$ cat src/rtl/param_register_file_if.sv
// Bus bundle for param_register_file: two read ports, one write port,
// clear request and status flags.
interface param_register_file_if #(
  parameter int DATA_W = 16,
  parameter int ADDR_W = 2
) ();
  logic [ADDR_W-1:0] read1;
  logic [ADDR_W-1:0] read2;
  logic [DATA_W-1:0] read_out1;
  logic [DATA_W-1:0] read_out2;
  logic [ADDR_W-1:0] write_reg;
  logic [DATA_W-1:0] write_data;
  logic              reg_write;
  logic              clear_req;
  logic              busy;
  logic              wr_drop;

  modport master (
    output read1, read2, write_reg, write_data, reg_write, clear_req,
    input  read_out1, read_out2, busy, wr_drop
  );

  modport slave (
    input  read1, read2, write_reg, write_data, reg_write, clear_req,
    output read_out1, read_out2, busy, wr_drop
  );
endinterface

$ cat src/rtl/param_register_file.sv
// Parameterised register file with two combinational read ports, one write
// port with same-cycle bypass, and a sequential clear that walks every entry.
//
// state | meaning
// ------+--------------------------------------------------------------
// CLEAR | zeroing entry clr_ptr each cycle; reads return 0, writes dropped
// IDLE  | normal operation; writes stored, reads bypass pending write
module param_register_file #(
  parameter int DATA_W   = 16,
  parameter int ADDR_W   = 2,
  parameter bit ZERO_REG = 1'b0
) (
  input  logic                  clk,
  input  logic                  reset,
  param_register_file_if.slave  bus
);
  localparam int DEPTH = 2 ** ADDR_W;
  localparam logic [ADDR_W-1:0] LAST_PTR = ADDR_W'(DEPTH - 1);

  typedef enum logic {CLEAR = 1'b0, IDLE = 1'b1} state_t;

  state_t            state, state_nxt;
  logic [ADDR_W-1:0] clr_ptr, clr_ptr_nxt;
  logic [DATA_W-1:0] mem [DEPTH];
  logic              wr_drop_q;
  logic              wr_en;
  logic [DATA_W-1:0] rd1, rd2;

  // Writes only land in IDLE; entry 0 is never written when hardwired to zero.
  assign wr_en = (state == IDLE) && bus.reg_write &&
                 !(ZERO_REG && (bus.write_reg == '0));

  // State register, clear pointer and the registered write-drop pulse.
  always_ff @(posedge clk) begin
    if (reset) begin
      state     <= CLEAR;
      clr_ptr   <= '0;
      wr_drop_q <= 1'b0;
    end else begin
      state     <= state_nxt;
      clr_ptr   <= clr_ptr_nxt;
      wr_drop_q <= (state == CLEAR) && bus.reg_write;
    end
  end

  // Next state: CLEAR walks all entries once, IDLE waits for a clear request.
  always_comb begin
    state_nxt   = state;
    clr_ptr_nxt = clr_ptr;
    case (state)
      CLEAR: begin
        clr_ptr_nxt = clr_ptr + 1'b1;
        if (clr_ptr == LAST_PTR) begin
          state_nxt   = IDLE;
          clr_ptr_nxt = '0;
        end
      end
      IDLE: begin
        if (bus.clear_req) begin
          state_nxt   = CLEAR;
          clr_ptr_nxt = '0;
        end
      end
      default: begin
        state_nxt   = CLEAR;
        clr_ptr_nxt = '0;
      end
    endcase
  end

  // Storage: zeroed one entry per cycle during clear, otherwise written on request.
  always_ff @(posedge clk) begin
    if (!reset) begin
      if (state == CLEAR) begin
        mem[clr_ptr] <= '0;
      end else if (wr_en) begin
        mem[bus.write_reg] <= bus.write_data;
      end
    end
  end

  // Read ports: forced to zero while clearing or for hardwired entry 0,
  // otherwise a pending write to the same address is forwarded.
  always_comb begin
    rd1 = mem[bus.read1];
    rd2 = mem[bus.read2];
    if (state == IDLE && bus.reg_write && bus.write_reg == bus.read1) rd1 = bus.write_data;
    if (state == IDLE && bus.reg_write && bus.write_reg == bus.read2) rd2 = bus.write_data;
    if (ZERO_REG && bus.read1 == '0) rd1 = '0;
    if (ZERO_REG && bus.read2 == '0) rd2 = '0;
    if (state == CLEAR) begin
      rd1 = '0;
      rd2 = '0;
    end
  end

  assign bus.read_out1 = rd1;
  assign bus.read_out2 = rd2;
  assign bus.busy      = (state == CLEAR);
  assign bus.wr_drop   = wr_drop_q;
endmodule

$ cat src/flat_wrapper.sv
// flat-port wrapper written by rule: the top's interface ports become plain ports
module param_register_file_flat 
#(
  parameter int DATA_W   = 16,
  parameter int ADDR_W   = 2,
  parameter bit ZERO_REG = 1'b0
)
  (clk, reset, bus_read1, bus_read2, bus_write_reg, bus_write_data, bus_reg_write, bus_clear_req, bus_read_out1, bus_read_out2, bus_busy, bus_wr_drop);
  param_register_file_if #(.DATA_W(DATA_W), .ADDR_W(ADDR_W)) bus_i ();
  input  logic clk;
  input  logic reset;
  input wire logic [$bits(bus_i.read1)-1:0] bus_read1;
  input wire logic [$bits(bus_i.read2)-1:0] bus_read2;
  input wire logic [$bits(bus_i.write_reg)-1:0] bus_write_reg;
  input wire logic [$bits(bus_i.write_data)-1:0] bus_write_data;
  input wire logic [$bits(bus_i.reg_write)-1:0] bus_reg_write;
  input wire logic [$bits(bus_i.clear_req)-1:0] bus_clear_req;
  output wire logic [$bits(bus_i.read_out1)-1:0] bus_read_out1;
  output wire logic [$bits(bus_i.read_out2)-1:0] bus_read_out2;
  output wire logic [$bits(bus_i.busy)-1:0] bus_busy;
  output wire logic [$bits(bus_i.wr_drop)-1:0] bus_wr_drop;
  assign bus_i.read1 = bus_read1;
  assign bus_i.read2 = bus_read2;
  assign bus_i.write_reg = bus_write_reg;
  assign bus_i.write_data = bus_write_data;
  assign bus_i.reg_write = bus_reg_write;
  assign bus_i.clear_req = bus_clear_req;
  assign bus_read_out1 = bus_i.read_out1;
  assign bus_read_out2 = bus_i.read_out2;
  assign bus_busy = bus_i.busy;
  assign bus_wr_drop = bus_i.wr_drop;
  param_register_file #(.DATA_W(DATA_W), .ADDR_W(ADDR_W), .ZERO_REG(ZERO_REG)) u_core (.clk(clk), .reset(reset), .bus(bus_i));
endmodule
$ cat config.mk
export PLATFORM = sky130hd
export DESIGN_NAME = param_register_file_flat
export DESIGN_NICKNAME = d
export VERILOG_FILES = /design/src/rtl/param_register_file_if.sv /design/src/rtl/param_register_file.sv /design/src/flat_wrapper.sv
export SDC_FILE = /design/constraint.sdc
export NUM_CORES = 1
export LEC_CHECK = 0
export ABC_AREA = 1
export BUFFER_PORTS_ARGS = -buffer_cell sky130_fd_sc_hd__buf_2
export CAP_MARGIN = 10
export CORE_ASPECT_RATIO = 1.2
export CORE_MARGIN = 2
export CORE_UTILIZATION = 60
export CTS_BUF_LIST = sky130_fd_sc_hd__clkbuf_8 sky130_fd_sc_hd__clkbuf_16
export CTS_CLUSTER_SIZE = 25
export DETAILED_ROUTE_END_ITERATION = 10
export GPL_ROUTABILITY_DRIVEN = 0
export MAX_ROUTING_LAYER = met4
export PLACE_DENSITY_LB_ADDON = 0.12
export REMOVE_ABC_BUFFERS = 1
export SYNTH_ARGS = -nofsm -noshare
export SYNTH_HDL_FRONTEND = slang
export SYNTH_SLANG_ARGS = --single-unit
$ cat constraint.sdc
create_clock -name clk -period 6.3 [get_ports clk]
set_input_delay 0.63 -clock clk [delete_from_list [all_inputs] [get_ports clk]]
set_output_delay 0.63 -clock clk [all_outputs]
set_load 0.02 [all_outputs]
# == Word-level counts from Yosys, hierarchy flattened ==
# Memory sizes are Yosys's and may differ from the RTL's.
# Cells that the tools add are included.
# totals
ff_bits,4
ramBits,64
input_bits,26
out_inout_bits,34
elab_cells,35
memories,1
# memory_table
name,depth,word_bits,read_ports,rd_ports_with_merged_regs,write_ports,line_no,text
u_core.mem,4,16,2,0,1,param_register_file.sv:24,logic [DATA_W-1:0] mem [DEPTH];
# classes
n_addsub,1
eq_ne,4
muxes,20
bitwise,1
n_reduce_logical,5
# op_table
cell,n
16-bit 2-to-1 mux,5
16-bit OR reduction,1
1-bit 2-to-1 mux,10
2-bit 2-to-1 mux,3
2-bit == test,2
1-bit logical AND,4
2-bit one-hot mux with 2 select lines,1
"2-bit by 1-bit adder with 2-bit output, second input constant",1
"2-bit == test, second input constant",1
"2-bit inequality test, second input constant",1
1-bit one-hot mux with 2 select lines,1
1-bit inverter,1

# == Longest topological paths before layout ==
# depth
word_depth,7
ltp_mapped,9
mapped_depth_nobuf,7

# == Least setup slack after synthesis ==
# OpenSTA, ideal clock, no wires.
# synth_path
path_kind,input to output
startpoint,in bus_read2[1]
endpoint,out bus_read_out2[10]
arrival_ns,1.676
required_ns,5.670
slack_ns,3.994
cell_stages,9
n_path_buf,2
cell_sequence,buf_4 > inv_4 > nand2_1 > nand2_1 > inv_2 > buf_2 > nand3_1 > nand2_1 > nor2_1
# synth_between
elab_chain_len,4
word_cells_on_any_way,5
classes_between,eq/ne: 1; mux: 2; reduce/logical: 1; memory: 1
# synth_rtl
element,line_no,text
from (decl),flat_wrapper.sv:13,input wire logic [$bits(bus_i.read2)-1:0] bus_read2;
"parallel branches: the longest is 2 deep, another holds memory read 4 x 16 bit",n/a,
16-bit 2-to-1 mux *,param_register_file.sv:88,if (state == IDLE && bus.reg_write && bus.write_reg == bus.read2) rd2 = bus.write_data;
16-bit 2-to-1 mux *,param_register_file.sv:91,if (state == CLEAR) begin
to (decl),flat_wrapper.sv:19,output wire logic [$bits(bus_i.read_out2)-1:0] bus_read_out2;
# Every way passes the cells marked *.

# == Worst setup path after layout ==
# layout_path
startpoint,in bus_read2[0]
endpoint,out bus_read_out2[15]
# Same word-level chain as after synthesis.

==> metrics.txt <==
commonest cells in the netlist sky130_fd_sc_hd__nand2_1, sky130_fd_sc_hd__inv_1, sky130_fd_sc_hd__nor2_1; die outline width 81.1 µm; initial standard-cell utilization of the core 62.4%; drt first-iter violations 539; Post CTS Setup Buffer Count 0; via count of the first global-routing pass 3962; FF-to-FF End u_core.mem[2][15]; CP endpoint bus_read_out2[15]; Reg-to-Reg Start u_core.state; buffer cell driving the clock tree root sky130_fd_sc_hd__clkbuf_8; Total Die Area 7820 µm²; sum of internal, switching and leakage power 1.13 mW; final std cells w/o fill 739; clock tree from TritonCTS yes; unrepaired setup endpoints after global routing false; mean post-synth cell area 7.07 µm²; number of pins with negative max-slew slack in the final report 0; length in cells of the worst reg-to-reg path 8; Max-Slew Margin vs Limit 30.2%; total of cells resized after clock tree synthesis 0; most repeated cell in the gate-level netlist after synthesis sky130_fd_sc_hd__nand2_1; Critical Path AT 3.17 ns; first-pass iteration count of the detailed router 5; post-place instance area 4550 µm²; outcome finished, final reports clean; DRT Wirelength 11800 µm; EDFF count, synth 64; DRC errors left 0; reg-to-reg slack, setup 3.27 ns; flip-flop cell with the highest count after synthesis sky130_fd_sc_hd__edfxtp_1; total global-route track usage 32.9%; number of warning messages in the yosys log 0; final-stage net count 674; maximum number of pins on one net before global-route repair 36; pwr dens 238 nW/µm²; post-DR vias/cell 5.60; Post-Route Setup TNS 0 ns; largest fanout on the critical path 34; layout filler cell count 581; CTS sink cnt 68; later-pin clock latency in the skew report 0.35 ns; Core Footprint 6850 µm²; synthesized instance count 605; number of buffers inserted by hold repair at cts 0; Std-Cell Rows 33; HP Class input pin to flop; total congestion overflow 0; Netlist Area Pre-Place 4280 µm²; cells taking the most area after synthesis sky130_fd_sc_hd__edfxtp_1, sky130_fd_sc_hd__nand2_1, sky130_fd_sc_hd__nand3_1, sky130_fd_sc_hd__inv_1, sky130_fd_sc_hd__nor2_1; number of vias in the routed layout 4139; synth unique cells 26; global-route wire length before repair 18500 µm; total of endpoints with negative setup slack in the final report 0; synth-to-layout area growth 11.5%; number of buffers inserted by port buffering 59; Inst Count DP 723; worst-case vdd ir drop 0.000232 V; number of nets with antenna violations after detailed routing 0; cell taking the most area after synthesis sky130_fd_sc_hd__edfxtp_1; actual slew at the worst max-slew pin 1.04 ns; Final Skew 0.0140 ns; data required time at the worst endpoint 5.67 ns; min Tclk post-route 3.80 ns; total count of hold-check failures in the final report 0; number of buffers created by CTS 9; type of element launching the critical path input pin; area of all placed cells without fillers 4770 µm²; Die Y-Extent 96.5 µm; number of antenna diodes 0; async set or reset register ratio after synthesis 0%; area fraction of the dominant cell type after synthesis 45.0%; leak pwr 2.36 nW; Peak Freq 263 MHz; number of max-cap violations 0; number of top-level pins 60; element type at the critical path end primary output; post-detailed-placement half-perimeter wirelength 7000 µm; wire length per cell 15.9 µm; maximum clock path buffer count 2; ratio of final minimum period to clock period 60.3%; clock input transition at the sequential cells of the worst setup and hold paths 0.07 ns; launching instance or port of the critical path bus_read2[0]; fraction of layout instances using a drive strength above 1 14.9%; synthesis-stage register bit count 68; antenna violations before repair 0; worst setup path class input pin to primary output; CTS HTree Levels 3; fraction of the yosys area taken by sequential cells 46.8%
-- sequential cells by signal (all words and copies together), names as in the netlist --
| name | count |
|---|---|
| u_core.bus.wr_drop | 1 |
| u_core.state | 1 |
| u_core.mem | 64 |
| u_core.clr_ptr | 2 |
-- metrics by stage --
stage	util [%]	setup slack, ns	hold WS [ns]
floorplan	-	3.42	0.454
global route	69.5	2.36	0.468
global placement	66.4	2.68	0.485
CTS	69.5	2.61	0.468
detailed placement	66.4	2.62	0.487
finish	69.5	2.50	0.469
-- where the power goes --
group          switching (mW)  internal (mW)  leakage (nW)
combinational           0.150         0.0595          1.58
sequential            0.00762          0.526         0.672
clock                   0.170          0.221         0.107
-- final cells by class --
cell class	count	area (µm²)	share of cell area (%)
multi-input combinational	409	1740	36.6
timing repair buffer	64	333	6.98
sequential	68	2000	42.0
clock inverter	7	92.6	1.94
tap	87	109	2.28
inverter	95	362	7.59
clock buffer	9	124	2.60
-- worst min path at each step --
stage / start / to / slack [ns] / depth (start not counted)
floorplan: u_core.clr_ptr[1] / u_core.clr_ptr[1] / 0.45 / 2
CTS: reset / u_core.bus.wr_drop / 0.47 / 2
global route: reset / u_core.bus.wr_drop / 0.47 / 2
detailed placement: u_core.clr_ptr[1] / u_core.clr_ptr[1] / 0.49 / 2
finish: reset / u_core.bus.wr_drop / 0.47 / 2
global placement: u_core.clr_ptr[1] / u_core.clr_ptr[1] / 0.49 / 2
-- cells in the final DEF, fill, tap and decap left out, types with 3 or more instances in the layout --
master                     instances
sky130_fd_sc_hd__inv_2             7
sky130_fd_sc_hd__nand2_1         208
sky130_fd_sc_hd__inv_1            87
sky130_fd_sc_hd__o21ai_1           3
sky130_fd_sc_hd__buf_2            59
sky130_fd_sc_hd__nand3_1          82
sky130_fd_sc_hd__dfxtp_1           4
sky130_fd_sc_hd__nand4_1          16
sky130_fd_sc_hd__buf_4             5
sky130_fd_sc_hd__clkbuf_8          9
sky130_fd_sc_hd__nor2_1           86
sky130_fd_sc_hd__edfxtp_1         64
sky130_fd_sc_hd__nand2_2           3
-- metal layers --
| metal | up-vias | global-route usage, % | share of wire, % |
|---|---|---|---|
| met5 | - | - | 0 |
| met4 | 0 | 15.8 | 3.1 |
| met3 | 42 | 5.30 | 9.9 |
| met2 | 255 | 55.5 | 49 |
| met1 | 1872 | 38.3 | 38 |
| li1 | 1970 | - | - |
-- critical path: stages --
cell and delay (ns):
sky130_fd_sc_hd__buf_2 0.58, sky130_fd_sc_hd__inv_2 0.49, sky130_fd_sc_hd__nand2_1 0.22, sky130_fd_sc_hd__nand2_1 0.09
sky130_fd_sc_hd__nor2_2 0.66, sky130_fd_sc_hd__nand3_1 0.16, sky130_fd_sc_hd__nand2_1 0.11, sky130_fd_sc_hd__nor2_1 0.05
sky130_fd_sc_hd__buf_2 0.16
-- cells by family after synthesis --
| kind of cell | count (synthesis) | share of synthesized area, % |
|---|---|---|
| AO/OA/AOI/OAI | 8 | 1.14 |
| adder cells (fa/ha/maj) | 1 | 0.293 |
| buffers and inverters | 128 | 12.4 |
| AND/OR/NAND/NOR | 400 | 39.4 |
| flip-flops | 68 | 46.8 |
Power figures use the tool's default switching activity.
